[src/rtl/freq_meter_pkg.sv]
// freq_meter_pkg: shared state encoding and default counter width for freq_meter.
package freq_meter_pkg;
    localparam int CNT_W_DEF = 32;
    typedef enum logic {IDLE, MEASURE} state_t;
endpackage

[src/rtl/freq_meter_edge_sync.sv]
// edge_sync: two-flop synchronizer plus previous-value register producing a one-cycle rising-edge pulse.
module edge_sync (
    input  logic fpga_clk,
    input  logic rst,
    input  logic d_in,
    output logic rise
);
    logic s1_q, s2_q, prev_q;
    logic s1_d, s2_d, prev_d;
    always_comb begin
        s1_d   = d_in;
        s2_d   = s1_q;
        prev_d = s2_q;
    end
    always_ff @(posedge fpga_clk) begin
        if (rst) begin
            s1_q   <= 1'b0;
            s2_q   <= 1'b0;
            prev_q <= 1'b0;
        end else begin
            s1_q   <= s1_d;
            s2_q   <= s2_d;
            prev_q <= prev_d;
        end
    end
    assign rise = s2_q & ~prev_q;
endmodule

[src/rtl/freq_meter.sv]
// freq_meter: counts sig_in rising edges over a GATE_CYCLES window; define FREQ_METER_PERIOD_EN
// to add period_cycles, the fpga_clk cycles between the two most recent edges of the window.
module freq_meter
    import freq_meter_pkg::*;
#(
    parameter int FPGA_RATE   = 50000000,
    parameter int GATE_CYCLES = FPGA_RATE,
    parameter int CNT_W       = CNT_W_DEF
) (
    input  logic             fpga_clk,
    input  logic             rst,
    input  logic             start,
    input  logic             sig_in,
    output logic             busy,
    output logic             valid,
    output logic [CNT_W-1:0] freq_count,
    output logic             overflow
`ifdef FREQ_METER_PERIOD_EN
    ,
    output logic [CNT_W-1:0] period_cycles
`endif
);
    localparam int GW = $clog2(GATE_CYCLES);
    localparam logic [GW-1:0] GLAST = GW'(GATE_CYCLES - 1);

    logic rise;
    state_t state_q, state_d;
    logic [GW-1:0] gate_q, gate_d;
    logic [CNT_W-1:0] edge_q, edge_d, freq_q, freq_d;
    logic ovf_q, ovf_d, overflow_q, overflow_d, valid_q, valid_d;

    edge_sync u_sync (
        .fpga_clk(fpga_clk),
        .rst     (rst),
        .d_in    (sig_in),
        .rise    (rise)
    );

    always_comb begin
        state_d    = state_q;
        gate_d     = gate_q;
        edge_d     = edge_q;
        ovf_d      = ovf_q;
        freq_d     = freq_q;
        overflow_d = overflow_q;
        valid_d    = 1'b0;
        if (state_q == IDLE) begin
            if (start) begin
                state_d = MEASURE;
                gate_d  = '0;
                edge_d  = '0;
                ovf_d   = 1'b0;
            end
        end else begin
            gate_d = gate_q + 1'b1;
            if (rise) begin
                edge_d = &edge_q ? edge_q : edge_q + 1'b1;
                ovf_d  = ovf_q | (&edge_q);
            end
            // the edge seen in the final window cycle is folded into the latched result
            if (gate_q == GLAST) begin
                state_d    = IDLE;
                valid_d    = 1'b1;
                freq_d     = edge_d;
                overflow_d = ovf_d;
            end
        end
    end

    always_ff @(posedge fpga_clk) begin
        if (rst) begin
            state_q    <= IDLE;
            gate_q     <= '0;
            edge_q     <= '0;
            ovf_q      <= 1'b0;
            freq_q     <= '0;
            overflow_q <= 1'b0;
            valid_q    <= 1'b0;
        end else begin
            state_q    <= state_d;
            gate_q     <= gate_d;
            edge_q     <= edge_d;
            ovf_q      <= ovf_d;
            freq_q     <= freq_d;
            overflow_q <= overflow_d;
            valid_q    <= valid_d;
        end
    end

`ifdef FREQ_METER_PERIOD_EN
    logic seen_q, seen_d;
    logic [CNT_W-1:0] pcnt_q, pcnt_d, period_q, period_d, pcnt_inc;
    always_comb begin
        seen_d   = seen_q;
        pcnt_d   = pcnt_q;
        period_d = period_q;
        pcnt_inc = &pcnt_q ? pcnt_q : pcnt_q + 1'b1;
        if (state_q == IDLE) begin
            if (start) begin
                seen_d = 1'b0;
                pcnt_d = '0;
            end
        end else begin
            pcnt_d = rise ? '0 : pcnt_inc;
            if (rise) begin
                seen_d   = 1'b1;
                period_d = seen_q ? pcnt_inc : period_q;
            end
        end
    end
    always_ff @(posedge fpga_clk) begin
        if (rst) begin
            seen_q   <= 1'b0;
            pcnt_q   <= '0;
            period_q <= '0;
        end else begin
            seen_q   <= seen_d;
            pcnt_q   <= pcnt_d;
            period_q <= period_d;
        end
    end
    assign period_cycles = period_q;
`endif

    assign busy       = (state_q == MEASURE);
    assign valid      = valid_q;
    assign freq_count = freq_q;
    assign overflow   = overflow_q;
endmodule

[config.mk]
export PLATFORM = sky130hd
export DESIGN_NAME = freq_meter
export DESIGN_NICKNAME = d
export VERILOG_FILES = /design/src/rtl/freq_meter_pkg.sv /design/src/rtl/freq_meter_edge_sync.sv /design/src/rtl/freq_meter.sv
export SDC_FILE = /design/constraint.sdc
export NUM_CORES = 1
export LEC_CHECK = 0
export CORE_ASPECT_RATIO = 1.25
export CORE_MARGIN = 5
export CORE_UTILIZATION = 50
export DETAILED_ROUTE_END_ITERATION = 10
export PLACE_DENSITY = 0.74
export SLEW_MARGIN = 10
export SYNTH_ARGS = -nofsm -noshare
export SYNTH_HDL_FRONTEND = slang
export SYNTH_SLANG_ARGS = --single-unit
[constraint.sdc]
create_clock -name fpga_clk -period 2.85 [get_ports fpga_clk]
set_input_delay 0.285 -clock fpga_clk [delete_from_list [all_inputs] [get_ports fpga_clk]]
set_output_delay 0.285 -clock fpga_clk [all_outputs]
set_load 0.005 [all_outputs]
* Word level (Yosys, flattened, before mapping)
Cells that the tools add are included.
** Cells by class
- Add/subtract/negate cells :: 2
- Equal/unequal tests :: 1
- Muxes and demuxes :: 13
- Bitwise gates (word level) :: 4
- Reductions and logical operators :: 4
** Operator list (number)
- $mux 32 :: 4
- $mux 26 :: 2
- $add 32x1->32 const B :: 1
- $reduce_and 32->1 :: 1
- $add 26x1->26 const B :: 1
- $eq 26x26->1 const B :: 1
- $mux 1 :: 7
- $not 1->1 :: 2
- $reduce_and 2->1 :: 1
- $reduce_bool 2->1 :: 1
- $reduce_or 2->1 :: 1
- $and 1x1->1 :: 1
- $or 1x1->1 :: 1
** Word-level totals
- Register bits :: 97
- Bits of input ports :: 4
- Output and inout bits :: 35
- Logic and storage cells :: 34

* Depth between registers and ports, before layout
Gate-level depths: netlist of run 1.
- Depth in word-level cells :: 4
- Depth in mapped cells :: 9
- Depth with buffers taken out :: 7

* Modules after synthesis
Synthesis of run 1 repeated with hierarchy kept, for this count alone.
** Unflattened totals
- Cells, all modules :: 579
- Area, all modules :: 4946.0 µm²
** Modules (own cells, without submodules)
- freq_meter :: instances 1, cells each 572, area an instance 4858.4 µm²
- edge_sync :: instances 1, cells each 7, area an instance 87.6 µm²

* Worst setup path before layout of run 1
Ideal clock, no wire load.
- Path kind :: reg-to-reg
- From :: register edge_q[0]
- To :: register freq_q[4], in the netlist freq_count[4]
- Library setup time :: 0.062 ns
- Arrival time :: 1.932 ns
- Data required time :: 2.788 ns
- Path slack :: 0.856 ns
- Cell stages (with the launch flop) :: 8
- Buffers on the path :: 1
- Clock period less this slack :: 1.994 ns
- Path through :: dfxtp_1 ha_1 and4_1 and4_4 buf_6 a211o_1 or4_1 nand3_1
** On the way
- Longest elaborated chain between the ends :: 3
- Elaborated cells between the ends (all ways) :: 4
** Ends and longest elaborated chain
- start: declaration :: line freq_meter.sv:29 : logic [CNT_W-1:0] edge_q, edge_d, freq_q, freq_d;
- start signal: assignment :: line freq_meter.sv:82 : edge_q <= edge_d;
- $add 32x1->32 or $reduce_and 32->1 (tied branches) :: line freq_meter.sv:57 : edge_d = &edge_q ? edge_q : edge_q + 1'b1;
- $mux 32 * :: line freq_meter.sv:57
- $mux 32 * :: line freq_meter.sv:56 : if (rise) begin
- end signal: assignment :: line freq_meter.sv:84 : freq_q <= freq_d;
- end: declaration :: line freq_meter.sv:29
Every way passes the cells marked *; elsewhere a longest branch is shown, timed or not.
A chain may end at the register's enable or synchronous reset.

* Worst setup path in the final report of run 1
- From :: register edge_q[0]
- To :: register edge_q[24]
** On the way
- Longest elaborated chain between the ends :: 4
- Elaborated cells between the ends (all ways) :: 5
** Ends and longest elaborated chain
- $add 32x1->32 or $reduce_and 32->1 (tied branches) :: line freq_meter.sv:57
- $mux 32 * :: line freq_meter.sv:57
- $mux 32 * :: line freq_meter.sv:56
- $mux 32 * :: line freq_meter.sv:47 : if (state_q == IDLE) begin
Marks and branches as above.

==> metrics.cfg, run 1 <==
[worst_setup_path]
worstSetupStartpointType = register
slowest_stage = nor4_4
worstSetupEndpointType = register
cp.buffers_inverters = 0
cp_top_family = simple AND/OR/NAND/NOR gates
required_ns = 3.09
path_max_fanout = 11
crit_arrival_ns = 2.64
critPathMaxStageDelay_ns = 0.49
crit_type = register to register
path_cells = ha_1 -> and2_1 -> nand3_1 -> nor4_4 -> o21ai_0 -> a22o_1

[route]
dr.pass1.iters = 4
drc = 0
drtAntennaViolNets = 0
wl_per_cell_um = 16.7
vias = 4574
via_per_inst = 6.14
drt_iter0_drc = 281
routed_wl_um = 12500

[sta]
hold_violations = 0
finalCriticalPeriod_ns = 2.40
post-route-worst-setup-slack_ns = 0.445
finalSetupViolCount = 0
skew_ns = 0.0108
rsz0062_at_grt = false
setup_tns_ns = 0
finalCritPeriodShare = 0.844
drv_slew = 0
slew_headroom = 0.447
fmax_ghz = 0.416
tightest_slew_ns = 0.828

[logic_synthesis]
yosys_warnings = 0
async_flop_share = 0
synth_nets = 597
synth_cell_types = 66
synth_seq_cells = 97
yosys.area.top_type = dfxtp_1
synthFlopType = dfxtp_1
netlist_instances = 591
ys_top_cells_by_area = dfxtp_1 (38%), nand2_1 (4.6%), xnor2_1 (3.8%), o21ai_0 (3.5%), nand3_1 (3.2%)
synth_area_per_cell_um2 = 8.65
netlist_area_um2 = 5110
netlist.area_leader.share = 0.380
synth-edff-count = 0
yosysSeqAreaShare = 0.380

[cts]
cts_tree = built
cts_resized = 0
clockBufferDepth = 2
clk_pin_slew_ns = 0.07
cts_sinks = 97
htreeDepth = 3
post_cts_buffers = 0
numCtsBuffers = 9
cts-root-buf = clkbuf_16
cts_hold_buf = 0
insertion_delay_ns = 0.35

[placed_design]
globalplace.congestion = 0.861
post-place-cells = 729
dp_slack_ns = 0.534
dp_hpwl_um = 8820
port_buffers = 38

[power]
ir_drop_v = 0.000304
p_int_uw = 2040
combPwrFrac = 0.041
swShare = 0.228
p_seq_frac = 0.523
power_frac_clock = 0.436
p_total_uw = 2640
p_switching_uw = 600
powerDensity_nw_per_um2 = 453
power.leakage_uw = 0.00187

[layout]
drive_above_1_share = 0.107
nets = 617
antenna_cells = 0
final_util = 0.578
final-instance-count-excl-fill = 745
final_common_cell = dfxtp_1
nFillCells = 913
final_cell_mix = dfxtp_1 (97), nand2_1 (62), nor2_1 (40)
area_growth_pct = 13.7

[job]
cap_violations = 0

[floorplan]
num_rows = 41
start_util = 0.509
die_area_um2 = 12400
dieHeight_um = 123
die_w_um = 100
io_pins = 39
design.core.area_um2 = 10100

[global_routing]
grt_max_degree = 36
grt_pass1_vias = 4287
grt_pass1_wl_um = 21000
grt_use_total = 0.212
overflow = 0
antenna_found_initial = 0

[worst_hold_path]
hold_path_class = register to register

[outcome]
status = finished clean

## final cells by class
cell class / count / area [µm²] / area share
multi-input combinational: 441 / 2920 / 0.502
sequential: 97 / 1940 / 0.334
timing repair buffer: 48 / 455 / 0.0784
clock buffer: 12 / 256 / 0.0441
tap: 129 / 161 / 0.0278
inverter: 14 / 52.6 / 0.00904
clock inverter: 4 / 27.5 / 0.00474
## logic make-up after synthesis
kind of cell / Yosys count / share of synthesized area
compound gates: 152 / 0.208
xor+xnor: 29 / 0.0497
simple gates: 249 / 0.288
buf+inv: 53 / 0.0504
fa+ha+maj: 2 / 0.00489
mux: 9 / 0.0188
flops: 97 / 0.380
## metal layers
metal	track usage	vias up	part of all wire
met2	0.358	128	0.49
met3	0.0384	31	0.046
met1	0.258	2203	0.43
met5	0	-	0
li1	-	2212	-
met4	0.104	0	0.031
## power by group through the flow
stage | combinational (µW) | sequential [µW] | clock [µW]
3_3_place_gp | 103 | 1410 | 0
5_1_grt | 119 | 1380 | 1230
3_5_place_dp | 108 | 1410 | 0
4_1_cts | 108 | 1380 | 1170
2_1_floorplan | 71.9 | 1410 | 0
6_report | 108 | 1380 | 1150
## Yosys cell counts (3+ instances only)
cell type / instances
a211o_1: 3
a211oi_1: 13
a211oi_2: 4
a21o_1: 5
a21oi_1: 30
a31oi_1: 23
and2_1: 7
and3_1: 12
and4_1: 8
buf_2: 8
buf_4: 5
buf_6: 4
clkbuf_1: 22
dfxtp_1: 97
inv_1: 14
mux2_2: 5
mux2i_1: 4
nand2_1: 62
nand2b_1: 7
nand3_1: 33
nand4_1: 16
nand4_4: 5
nor2_1: 41
nor2b_1: 4
nor3_1: 7
nor4_1: 6
nor4_4: 4
o211ai_1: 12
o21ai_0: 36
o31a_1: 4
or2_2: 5
or3_1: 12
or4_1: 5
xnor2_1: 22
xor2_1: 7
## final timing paths
check / end / slack (ns) / cells after the start / from
hold reg to reg: u_sync.prev_d / 0.44 / 1 / u_sync.s1_q
hold / removal: u_sync.prev_d / 0.44 / 1 / u_sync.s1_q
setup reg to reg: edge_q[24] / 0.45 / 6 / edge_q[0]
setup / recovery: edge_q[24] / 0.45 / 6 / edge_q[0]
## through the flow
stage	hold slack (ns)	area [µm²]
global route	0.471	5810
detailed placement	0.429	5530
global placement	0.417	5530
floorplan	0.413	5110
finish	0.440	5810
CTS	0.445	5810
## registers in the layout, summed over array words and instances (netlist names)
| name | count |
|---|---|
| overflow | 1 |
| busy | 1 |
| u_sync.prev_d | 1 |
| ovf_q | 1 |
| u_sync.prev_q | 1 |
| u_sync.s1_q | 1 |
| edge_q | 32 |
| valid | 1 |
| freq_count | 32 |
| gate_q | 26 |
(Power assumes the default switching activity.)
==> run 2, diff against run 1 <==
clock period = 2.5 ns   (was 2.85 ns; I/O delays follow)
==> run 2 against run 1 <==
- total power up 16%
- utilization grew 1.1 points
- setup slack worse by 0.20 ns
- die area did not move
- combinational power grew 22%
- maximum frequency up 6.9%
- clock skew is essentially flat
- non-clock buffer count rose by 14
- largest power group unchanged
==> metrics.cfg, run 2 (same netlist as run 1, synthesis figures left out) <==
[worst_setup_path]
rr_endpoint = edge_q[22]
crit_type = register to register
critPathLaunch = edge_q[0]
cp.buffers_inverters = 1
r2r_setup_slack_ns = 0.25
crit_arrival_ns = 2.49
cp_top_family = simple AND/OR/NAND/NOR gates
worstSetupStartpointType = register
worstSetupEndpointType = register
critPathMaxStageDelay_ns = 0.44
path_cells = ha_1 -> and2_1 -> nand3_1 -> buf_4 -> nor4_2 -> o21ai_0 -> a22o_1
r2r-start = edge_q[0]
rr_worst_depth = 7
slowest_stage = dfxtp_1
required_ns = 2.74
path_max_fanout = 8

[power]
ir_drop_v = 0.000349
powerDensity_nw_per_um2 = 518
power.leakage_uw = 0.00194

[global_routing]
grt_use_total = 0.216
overflow = 0
grt_pass1_wl_um = 21400
antenna_found_initial = 0
grt_pass1_vias = 4401
grt_max_degree = 25

[route]
drtAntennaViolNets = 0
via_per_inst = 5.93
vias = 4504
dr.pass1.iters = 5
wl_per_cell_um = 16.8
routed_wl_um = 12700
drt_iter0_drc = 291
drc = 0

[cts]
cts_tree = built
insertion_delay_ns = 0.35
cts-root-buf = clkbuf_16
clk_pin_slew_ns = 0.07
clockBufferDepth = 2
cts_sinks = 97
post_cts_buffers = 0
htreeDepth = 3
numCtsBuffers = 9

[sta]
rsz0062_at_grt = false
setup_tns_ns = 0
tightest_slew_ns = 0.740
finalCritPeriodShare = 0.900
fmax_ghz = 0.444
finalSetupViolCount = 0
finalCriticalPeriod_ns = 2.25
slew_headroom = 0.506
whs_ns = 0.428
hold_violations = 0
skew_ns = 0.0106
drv_slew = 0

[job]
cap_violations = 0

[placed_design]
port_buffers = 38
placed_area_um2 = 5630
globalplace.congestion = 0.901
dp_hpwl_um = 9330

[floorplan]
die_w_um = 100
io_pins = 39
die_area_um2 = 12400
dieHeight_um = 123
design.core.area_um2 = 10100
num_rows = 41
start_util = 0.509

[layout]
nets = 631
final_cell_mix = dfxtp_1 (97), nand2_1 (62), nor2_1 (40)
antenna_cells = 0
drive_above_1_share = 0.125
design_area_um2 = 5930
final_common_cell = dfxtp_1
area_growth_pct = 15.9

[worst_hold_path]
worstHoldEndpoint = u_sync.prev_d
min_path_cells = 1
min-delay-start = u_sync.s1_q
hold_path_class = register to register

[outcome]
status = finished clean

run 2: area by class of cell:
class,instances,area [µm²]
flip-flops and latches,97,1940
well taps,129,161
repair buffers,62,561
clock inverters,4,51.3
multi-input cells,441,2920
fillers,893,4130
inverters,14,52.6
clock buffers,12,236
run 2: report_power, final:
group          total (µW)  switching [µW]  internal [µW]  leakage (µW)
sequential           1570            14.2           1560      0.000782
combinational         132            88.6           43.2       0.00102
clock                1370             589            779      0.000137
run 2: what timing repair did:
action	4_1_cts	5_1_grt
gates resized for setup	0	1
hold buffers	0	0
endpoints found under the setup margin	0	2
run 2: per-stage QoR:
| stage | util | power [µW] | instances | setup slack (ns) |
|---|---|---|---|---|
| finish | 0.589 | 3070 | 759 | 0.249 |
| global route | 0.589 | 3170 | 759 | 0.0200 |
| CTS | 0.589 | 3090 | 759 | 0.216 |
| detailed placement | 0.560 | 1740 | 743 | 0.241 |
| global placement | 0.560 | 1730 | 743 | 0.321 |
| floorplan | - | 1680 | 591 | 0.506 |
run 2: layer usage:
metal / vias to the layer above / wire length, µm / part of all wire / track usage
li1: 2240 / - / - / -
met1: 2111 / 5420 / 0.43 / 0.262
met2: 123 / 6300 / 0.50 / 0.369
met3: 30 / 570 / 0.045 / 0.0350
met4: 0 / 433 / 0.034 / 0.110
met5: - / 0 / 0 / 0
run 2: worst max-delay path by stage:
| stage | endpoint | slack [ns] | cells after the start |
|---|---|---|---|
| after global placement | edge_q[20] | 0.32 | 7 |
| after floorplan | freq_count[4] | 0.51 | 7 |
| after global routing | edge_q[22] | 0.02 | 7 |
| final | edge_q[22] | 0.25 | 7 |
| after CTS | edge_q[20] | 0.22 | 7 |
| after detailed placement | edge_q[20] | 0.24 | 7 |
run 2: worst register-to-register path, cell delays in order (launching register included):
cell,delay [ns]
dfxtp_1,0.44
ha_1,0.25
and2_1,0.20
nand3_1,0.27
buf_4,0.27
nor4_2,0.38
o21ai_0,0.13
a22o_1,0.20
==> run 3, diff against run 2 <==
ABC_CLOCK_PERIOD_IN_PS = 2500   (was not set)
REMOVE_ABC_BUFFERS = 1   (was not set)
SLEW_MARGIN = not set   (was 10)
==> run 3 against run 2 <==
- largest cell class unchanged
- non-clock buffer count fell by 5
- first-iteration DRC count fell by 11%
- clock power is 17% higher
- total power up 7.6%
- register-to-register slack is essentially flat
==> metrics.cfg, run 3 (same netlist as run 1, synthesis figures left out) <==
[floorplan]
io_pins = 39
die_w_um = 100
design.core.area_um2 = 10100
die_area_um2 = 12400
dieHeight_um = 123
num_rows = 41
start_util = 0.509

[worst_hold_path]
min_path_cells = 2
hold_path_class = primary input to register
worstHoldEndpoint = u_sync.s1_q
min-delay-start = sig_in

[sta]
setup_tns_ns = 0
finalCritPeriodShare = 0.904
finalSetupViolCount = 0
rsz0062_at_grt = false
tightest_slew_ns = 0.757
fmax_ghz = 0.443
slew_headroom = 0.495
skew_ns = 0.0100
whs_ns = 0.454
hold_violations = 0
finalCriticalPeriod_ns = 2.26
drv_slew = 0

[global_routing]
grt_max_degree = 22
grt_pass1_wl_um = 21800
antenna_found_initial = 0
met3_usage = 0.0322
grt_use_total = 0.222
met2_usage = 0.378
overflow = 0
busiest_layer = met2
use_met1 = 0.262
grt_pass1_vias = 4475

[placed_design]
dp_hpwl_um = 9200
port_buffers = 38
globalplace.congestion = 0.871
post-place-cells = 738

[layout]
final-instance-count-excl-fill = 754
area_growth_pct = 16.5
nFillCells = 884
nets = 626
final_cell_mix = dfxtp_1 (97), nand2_1 (62), nor2_1 (40)
drive_above_1_share = 0.122
antenna_cells = 0
final_common_cell = dfxtp_1

[cts]
cts-root-buf = clkbuf_16
insertion_delay_ns = 0.35
cts_sinks = 97
cts_hold_buf = 0
cts_tree = built
post_cts_buffers = 0
cts_resized = 0
numCtsBuffers = 9
clockBufferDepth = 2
clk_pin_slew_ns = 0.07
htreeDepth = 3

[route]
drc = 0
drt_iter0_drc = 259
drtAntennaViolNets = 0
wl_per_cell_um = 17.2
dr.pass1.iters = 5
vias = 4608
routed_wl_um = 13000
via_per_inst = 6.11

[worst_setup_path]
path_cells = nand4_4 -> nor4_4 -> buf_4 -> a21o_1 -> o21ai_0 -> a31oi_1
path_max_fanout = 11
worstSetupStartpointType = register
cp.buffers_inverters = 1
rr_endpoint = edge_q[6]
worstSetupEndpointType = register
cp_top_family = compound AO/OA/AOI/OAI gates
slowest_stage = dfxtp_1
r2r_setup_slack_ns = 0.24
required_ns = 2.77
r2r-start = edge_q[24]
rr_worst_depth = 6
critPathMaxStageDelay_ns = 0.52
crit_arrival_ns = 2.53
crit_type = register to register

[power]
power.leakage_uw = 0.00195
p_switching_uw = 720
p_int_uw = 2580
power_frac_clock = 0.486
combPwrFrac = 0.039
powerDensity_nw_per_um2 = 554
ir_drop_v = 0.000312
swShare = 0.218
p_seq_frac = 0.475

[outcome]
status = finished clean

[job]
cap_violations = 0

[run 3: cell count changes in the layout (fill, tap and decap cells not counted), sizes merged]
cell    before  now
buf         24   19
bufinv       1    3
clkbuf      12   10
[run 3: per-stage QoR]
step | power [µW] | instance area (µm²) | utilization | worst slack [ns]
finish | 3300 | 5960 | 0.592 | 0.241
global route | 3390 | 5960 | 0.592 | 0.0102
CTS | 3330 | 5960 | 0.592 | 0.249
detailed placement | 1730 | 5610 | 0.558 | 0.272
global placement | 1730 | 5610 | 0.558 | 0.307
floorplan | 1670 | 4910 | - | 0.219
[run 3: power by group through the flow]
stage	registers [µW]	clock network [µW]	logic, µW
after CTS	1570	1630	129
after floorplan	1600	0	65.6
final	1570	1600	129
after detailed placement	1600	0	127
after global routing	1570	1680	145
after global placement	1600	0	125
[run 3: cell type report]
| class | instances | area [µm²] | share of cell area |
|---|---|---|---|
| Timing Repair Buffer | 57 | 536 | 0.0899 |
| Clock inverter | 6 | 115 | 0.0193 |
| Tap cell | 129 | 161 | 0.0271 |
| Inverter | 14 | 52.6 | 0.00882 |
| Sequential cell | 97 | 1940 | 0.326 |
| Clock buffer | 10 | 229 | 0.0384 |
| Multi-Input combinational cell | 441 | 2920 | 0.490 |
[run 3: metal layers]
| metal | wire (µm) | share of wire | vias to the layer above |
|---|---|---|---|
| met4 | 509 | 0.039 | 0 |
| met5 | 0 | 0 | - |
| met1 | 5510 | 0.43 | 2227 |
| met2 | 6470 | 0.50 | 108 |
| met3 | 462 | 0.036 | 37 |
| li1 | - | - | 2236 |
[run 3: worst max path at each step]
stage                     cells after the start        endpoint  startpoint
after floorplan                               5      edge_q[27]        busy
after global placement                        7   freq_count[4]   gate_q[0]
after detailed placement                      7  freq_count[11]   gate_q[0]
after CTS                                     7  freq_count[11]   gate_q[0]
after global routing                          7  freq_count[18]   edge_q[0]
final                                         6       edge_q[6]  edge_q[24]
